## src/rtl/age_stamp_alloc.sv

```systemverilog
// rtl/age_stamp_alloc.sv - slot allocator with dense oldest-first age stamps
//
// Purpose:
//   Hands out slots to incoming entries and keeps a per-slot age in which
//   0 is the oldest. Valid ages always form the dense set 0..cnt-1, so
//   every free compacts the ages of the younger survivors. The valid vector
//   and ages feed the oldest-first choosers. Their issued grants come back
//   here as free strobes.
//
// Ports:
//   clk, rst_n   clock (rising edge) and asynchronous active-low reset
//   alloc_vld    allocation request
//   alloc_data   payload written into the allocated slot
//   alloc_rdy    a slot is empty and no flush is in progress (combinational)
//   alloc_oh     one-hot lowest empty slot, or 0 when full (combinational)
//   free_vld     per-slot free strobes; any number of bits may be set
//   flush        synchronous clear of all slots; highest priority
//   slot_vld     registered slot valid vector
//   slot_age     registered per-slot age (don't-care when the slot is invalid)
//   slot_data    registered per-slot payload (don't-care when the slot is invalid)
//   cnt          registered number of valid slots
//   err          sticky flag: a free strobe hit an empty slot

module age_stamp_alloc #(
  parameter int NUM   = 3,
  parameter int AGE_W = 5,
  parameter int DW    = 8
) (
  input  logic             clk,
  input  logic             rst_n,
  input  logic             alloc_vld,
  input  logic [DW-1:0]    alloc_data,
  output logic             alloc_rdy,
  output logic [NUM-1:0]   alloc_oh,
  input  logic [NUM-1:0]   free_vld,
  input  logic             flush,
  output logic [NUM-1:0]   slot_vld,
  output logic [AGE_W-1:0] slot_age  [NUM],
  output logic [DW-1:0]    slot_data [NUM],
  output logic [AGE_W-1:0] cnt,
  output logic             err
);

  logic [NUM-1:0]   empty;
  logic [NUM-1:0]   free_eff;
  logic [NUM-1:0]   surv;
  logic             accept;
  logic             stray;
  logic [AGE_W-1:0] surv_cnt;
  logic [AGE_W-1:0] age_nxt [NUM];

  // The target comes from registered state only. A slot freed this cycle
  // becomes a target next cycle at the earliest.
  assign empty = ~slot_vld;

  // The loop runs downward, so the lowest-index empty slot wins.
  always_comb begin
    alloc_oh = '0;
    for (int i = NUM - 1; i >= 0; i--) begin
      if (empty[i]) begin
        alloc_oh    = '0;
        alloc_oh[i] = 1'b1;
      end
    end
  end

  // When the block is full, frees in the same cycle do not open a slot.
  assign alloc_rdy = (|empty) & ~flush;
  assign accept    = alloc_vld & alloc_rdy;

  // Strobes aimed at empty slots are masked out and reported through err.
  assign free_eff = free_vld & slot_vld;
  assign surv     = slot_vld & ~free_eff;
  assign stray    = |(free_vld & ~slot_vld);

  always_comb begin
    surv_cnt = '0;
    for (int i = 0; i < NUM; i++) begin
      if (surv[i]) surv_cnt = surv_cnt + AGE_W'(1);
    end
  end

  // A survivor moves up one step for each freed entry that is older than it.
  // Ages are unique, so this keeps the set dense.
  always_comb begin
    for (int i = 0; i < NUM; i++) begin
      age_nxt[i] = slot_age[i];
      for (int j = 0; j < NUM; j++) begin
        if (free_eff[j] && (slot_age[j] < slot_age[i])) begin
          age_nxt[i] = age_nxt[i] - AGE_W'(1);
        end
      end
    end
  end

  always_ff @(posedge clk or negedge rst_n) begin
    if (!rst_n) begin
      slot_vld <= '0;
      cnt      <= '0;
    end else if (flush) begin
      slot_vld <= '0;
      cnt      <= '0;
    end else begin
      slot_vld <= surv | (accept ? alloc_oh : '0);
      cnt      <= surv_cnt + AGE_W'(accept);
    end
  end

  // Ages and payloads of freed or flushed slots hold their last values.
  // Only survivors and the new entry are written.
  always_ff @(posedge clk or negedge rst_n) begin
    if (!rst_n) begin
      for (int i = 0; i < NUM; i++) begin
        slot_age[i]  <= '0;
        slot_data[i] <= '0;
      end
    end else if (!flush) begin
      for (int i = 0; i < NUM; i++) begin
        if (accept && alloc_oh[i]) begin
          // The new entry counts survivors only, so it is always the youngest.
          slot_age[i]  <= surv_cnt;
          slot_data[i] <= alloc_data;
        end else if (surv[i]) begin
          slot_age[i]  <= age_nxt[i];
        end
      end
    end
  end

  // err is sticky. Only reset clears it; flush does not.
  always_ff @(posedge clk or negedge rst_n) begin
    if (!rst_n) begin
      err <= 1'b0;
    end else if (!flush && stray) begin
      err <= 1'b1;
    end
  end

endmodule

```

## config.mk

```make
export PLATFORM = sky130hd
export DESIGN_NAME = age_stamp_alloc
export DESIGN_NICKNAME = d
export VERILOG_FILES = /design/src/rtl/age_stamp_alloc.sv
export SDC_FILE = /design/constraint.sdc
export NUM_CORES = 1
export LEC_CHECK = 0
export CORE_MARGIN = 4
export CORE_UTILIZATION = 35
export DETAILED_ROUTE_END_ITERATION = 6
export PLACE_DENSITY = 0.55
export SYNTH_ARGS = -nofsm -noshare
export SYNTH_HDL_FRONTEND = slang
export SYNTH_SLANG_ARGS = --single-unit
export TNS_END_PERCENT = 5
```

## constraint.sdc

```tcl
create_clock -name clk -period 4 [get_ports clk]
set_clock_uncertainty 0.1 [all_clocks]
set_input_delay 0.8 -clock clk [delete_from_list [all_inputs] [get_ports clk]]
set_output_delay 0.8 -clock clk [all_outputs]
set_load 0.1 [all_outputs]
```

==> results_tabular.tex <==
\begin{tabular}{lr}
\hline
Metric & Value \\
\hline
\multicolumn{2}{l}{\textbf{Cells and area}} \\
\quad Fraction of final layout cells sized beyond drive strength 1 & 9.60\% \\
\quad Net count of the finished layout & 466 \\
\quad Post-Layout Cell Count & 535 \\
\quad Count of fill cells added during filler insertion & 879 \\
\quad Antenna diode instance count & 0 \\
\quad Area grow syn2layout & 26.8\% \\
\multicolumn{2}{l}{\textbf{Critical path}} \\
\quad Worst reg2reg path startpoint & slot\_age[7] \\
\quad Worst Path Arrival & 3370 ps \\
\quad Critical path origin & slot\_age[7] \\
\quad Worst setup path category & reg2reg \\
\quad FF-to-FF End & slot\_age[9] \\
\quad CP max-delay cell & sky130\_fd\_sc\_hd\_\_dfrtp\_1 \\
\quad Worst r2r path cells & 13 \\
\quad Setup crit start kind & flip-flop \\
\quad Cell with the most instances on the worst path & sky130\_fd\_sc\_hd\_\_inv\_1 \\
\quad Delay of the slowest cell on the worst path & 550 ps \\
\quad Critical-path cell list & inv\_1 -> ha\_1 -> o211ai\_1 -> a21oi\_2 -> nor3\_2 -> mux2i\_1 -> inv\_1 -> ha\_1 -> inv\_1 -> a211oi\_2 -> o311ai\_1 -> a2111o\_1 -> o21ai\_0 \\
\quad Worst-path fanout max & 9 \\
\quad Reg2Reg Setup Slack & 770 ps \\
\quad Worst Path Required & 4140 ps \\
\quad Crit end category & flip-flop \\
\multicolumn{2}{l}{\textbf{Clock tree}} \\
\quad Total clock buffers created by CTS & 5 \\
\quad \# Post-CTS Setup Buffers & 0 \\
\quad CTS tree & yes \\
\quad Post-CTS Hold Buffers & 0 \\
\quad Post-cts repair resize count & 0 \\
\quad Clock Sinks & 47 \\
\quad Number of H-tree levels & 2 \\
\quad Clock-pin slew of the registers on the worst-case setup and hold paths & 110 ps \\
\quad Clk Latency, worst-skew pair & 310 ps \\
\quad Clock root cell & sky130\_fd\_sc\_hd\_\_clkbuf\_8 \\
\quad Number of buffers on the longest clock path & 2 \\
\multicolumn{2}{l}{\textbf{Worst hold path}} \\
\quad Hold Path Class & reg2reg \\
\quad Startpoint of the worst hold path & slot\_data[4] \\
\quad Hold depth & 2 \\
\quad Endpoint of the worst hold-timing path & slot\_data[4] \\
\multicolumn{2}{l}{\textbf{Die}} \\
\quad Starting utilization of the core area & 36.3\% \\
\quad Core area & 8760 µm² \\
\quad Die width & 103 µm \\
\quad Die Area & 10700 µm² \\
\quad Number of placed I/O pins & 67 \\
\quad Die Y-Extent & 103 µm \\
\quad Row cnt & 34 \\
\multicolumn{2}{l}{\textbf{GRT}} \\
\quad Met1 GRT Util & 22.9\% \\
\quad GR Layer Usage met2 & 30.0\% \\
\quad Grt total ovfl & 0 \\
\quad Antenna violations before repair & 0 \\
\quad Pin count of the biggest net entering global routing & 27 \\
\quad Global-route wire length before repair & 14700 µm \\
\quad Met3 Track Usage GR & 3.82\% \\
\quad Total GRT Usage & 17.7\% \\
\quad Via count of the first global-routing pass & 2857 \\
\quad Most used routing layer & met2 \\
\multicolumn{2}{l}{\textbf{Route}} \\
\quad Routed wire length per instance & 17.0 µm \\
\quad Vias & 2882 \\
\quad Total routed wirelength & 9070 µm \\
\quad DRC violation total after the first TritonRoute iteration & 137 \\
\quad Vias per Instance & 5.39 \\
\quad DRT antenna net count & 0 \\
\quad Length of the first detailed-routing pass in iterations & 4 \\
\quad Drt drc & 0 \\
\multicolumn{2}{l}{\textbf{Synthesis}} \\
\quad Total of warnings raised by yosys & 0 \\
\quad Share of flip-flops with an asynchronous set or reset after synthesis & 100\% \\
\quad EDFF count, synth & 0 \\
\quad Post-synth top flop & sky130\_fd\_sc\_hd\_\_dfrtp\_1 \\
\quad Netlist area before placement & 3180 µm² \\
\quad Gate count of the mapped netlist & 360 \\
\quad Synth cell types & 64 \\
\quad Flip-flop and latch count after synthesis & 47 \\
\quad Proportion of synthesized chip area in sequential cells & 37.0\% \\
\quad Average footprint of a synthesized cell & 8.84 µm² \\
\quad Post-Syn Nets & 400 \\
\multicolumn{2}{l}{\textbf{Power and ir drop}} \\
\quad Peak supply drop & 362 µV \\
\quad Net switching power & 996 µW \\
\quad Power density normalized to cell area & 477 nW/µm² \\
\quad Combinational group share of total power & 52.2\% \\
\quad Relative contribution of sequential cells to total power & 31.9\% \\
\quad Fraction of power consumed by the clock network & 16.0\% \\
\quad Cell internal pwr & 928 µW \\
\quad Leakage & 0.00183 µW \\
\quad Net switching fraction of the power & 51.8\% \\
\multicolumn{2}{l}{\textbf{STA}} \\
\quad Number of hold-slack violations in the final timing report & 0 \\
\quad Actual transition at the worst max-transition pin & 1000 ps \\
\quad Final max-slew violation count & 0 \\
\quad Final min period & 3230 ps \\
\quad Fraction of the cycle the final worst path needs & 80.7\% \\
\quad Aggregate negative setup slack & 0 ps \\
\quad Headroom to the max-slew limit & 33.1\% \\
\quad Final setup fails & 0 \\
\quad RSZ-0062 raised after global routing & false \\
\quad Highest clock frequency the design can meet & 0.310 GHz \\
\multicolumn{2}{l}{\textbf{Outcome}} \\
\quad Result of the run & finished clean \\
\multicolumn{2}{l}{\textbf{Place}} \\
\quad IO Port Bufs & 65 \\
\quad Cell count after placement & 527 \\
\quad Placer congestion estimate & 0.906 \\
\quad Detailed-placement wirelength estimate & 6940 µm \\
\multicolumn{2}{l}{\textbf{Flow run}} \\
\quad Count of maximum capacitance violations & 0 \\
\hline
\end{tabular}
[cell usage after synthesis (2+ instances only)]
cell type | n | share of area [%]
sky130_fd_sc_hd__a211o_1 | 2 | 0.55
sky130_fd_sc_hd__a211oi_1 | 6 | 1.4
sky130_fd_sc_hd__a21o_1 | 5 | 1.2
sky130_fd_sc_hd__a21oi_1 | 12 | 1.9
sky130_fd_sc_hd__a21oi_2 | 2 | 0.55
sky130_fd_sc_hd__a2bb2oi_1 | 3 | 0.83
sky130_fd_sc_hd__a31oi_1 | 5 | 0.98
sky130_fd_sc_hd__and2_1 | 3 | 0.59
sky130_fd_sc_hd__and3_1 | 5 | 0.98
sky130_fd_sc_hd__clkbuf_1 | 7 | 0.83
sky130_fd_sc_hd__dfrtp_1 | 47 | 37
sky130_fd_sc_hd__ha_1 | 25 | 9.8
sky130_fd_sc_hd__inv_1 | 26 | 3.1
sky130_fd_sc_hd__inv_2 | 2 | 0.24
sky130_fd_sc_hd__mux2_2 | 10 | 3.5
sky130_fd_sc_hd__mux2i_1 | 3 | 0.94
sky130_fd_sc_hd__nand2_1 | 73 | 8.6
sky130_fd_sc_hd__nand2_2 | 2 | 0.39
sky130_fd_sc_hd__nand2b_1 | 5 | 0.98
sky130_fd_sc_hd__nand3_1 | 4 | 0.63
sky130_fd_sc_hd__nand4_1 | 3 | 0.59
sky130_fd_sc_hd__nand4b_1 | 2 | 0.55
sky130_fd_sc_hd__nor2_1 | 18 | 2.1
sky130_fd_sc_hd__nor2b_1 | 4 | 0.79
sky130_fd_sc_hd__nor3_1 | 8 | 1.3
sky130_fd_sc_hd__nor3_2 | 2 | 0.63
sky130_fd_sc_hd__nor4_1 | 3 | 0.59
sky130_fd_sc_hd__o2111ai_1 | 2 | 0.55
sky130_fd_sc_hd__o211ai_1 | 5 | 1.2
sky130_fd_sc_hd__o21ai_0 | 8 | 1.3
sky130_fd_sc_hd__o21ai_1 | 3 | 0.47
sky130_fd_sc_hd__o21bai_1 | 2 | 0.47
sky130_fd_sc_hd__o22ai_1 | 7 | 1.4
sky130_fd_sc_hd__o311ai_1 | 4 | 1.1
sky130_fd_sc_hd__or3_1 | 2 | 0.39
sky130_fd_sc_hd__xnor2_1 | 12 | 3.3
[metrics by stage]
| stage | utilization, % | setup slack [ps] | instance area, µm² | total power (µW) | hold WS, ps |
|---|---|---|---|---|---|
| 6_report | 46.0 | 774 | 4030 | 1920 | 382 |
| 5_1_grt | 46.0 | 520 | 4030 | 2030 | 405 |
| 4_1_cts | 46.0 | 801 | 4030 | 1940 | 386 |
| 3_5_place_dp | 45.0 | 565 | 3950 | 1620 | 362 |
| 3_3_place_gp | 45.0 | 632 | 3950 | 1620 | 359 |
| 2_1_floorplan | - | 13.0 | 3180 | 1370 | 404 |
[cell usage in the layout (no fill, tap or decap), drive strengths merged, types with 6 or more instances in the layout]
cell,instances
a21oi,15
ha,25
o21ai,12
mux2,11
a211oi,7
dfrtp,47
nand2,75
nor2,18
xnor2,12
clkdlybuf4s50,61
o22ai,7
nor3,10
buf,8
clkbuf,6
inv,29
a31oi,6
[worst max-delay path by stage]
stage | slack, ps | cells after the start | end
after global placement | 630 | 11 | slot_age[9]
after global routing | 520 | 13 | slot_age[9]
after CTS | 800 | 13 | slot_age[9]
after floorplan | 10 | 6 | slot_age[2]
after detailed placement | 560 | 11 | slot_age[9]
final | 770 | 13 | slot_age[9]
[power by group through the flow]
stage	logic (µW)	registers, µW	clock network [µW]
3_5_place_dp	1010	620	0
4_1_cts	1010	612	325
5_1_grt	1060	624	343
2_1_floorplan	304	1070	0
6_report	1000	613	307
3_3_place_gp	1010	620	0
[cells by family (layout without fill, tap and decap cells)]
kind of cell	count (synthesis)	after routing	synth area share [%]
and+or+nand+nor	138	138	20.2
AOI/OAI and AO/OA	84	84	19.7
DFF	47	47	37.0
buffers and inverters	38	105	4.64
adders and majority gates	25	25	9.83
muxes	14	14	4.95
xor gates and xnor gates	13	13	3.58
other	1	1	0.118
[registers in the layout, indices dropped and copies added (netlist names)]
name,cells
cnt,4
err,1
slot_age,15
slot_data,24
slot_vld,3
[cell type report]
cell class / instances / area (µm²) / share of cell area, %
flip-flops and latches: 47 / 1180 / 29.2
multi-input cells: 275 / 1860 / 46.1
clock buffers: 6 / 72.6 / 1.80
clock inverters: 2 / 16.3 / 0.403
repair buffers: 69 / 668 / 16.6
well taps: 108 / 135 / 3.35
inverters: 28 / 105 / 2.61
[worst max-delay path: cells and delay by family, from the launching register on]
kind	cells	cell delay [ps]
flops	1	550
compound gates	6	1170
fa+ha+maj	2	480
buf+inv	3	250
simple gates	1	440
mux	1	190
[routing by layer]
layer / share of wire, % / wire (µm)
met5: 0 / 0
met2: 48 / 4340
met4: 1.5 / 136
met3: 5.9 / 535
met1: 45 / 4050
Note: power is estimated with default switching activity, not from simulation.
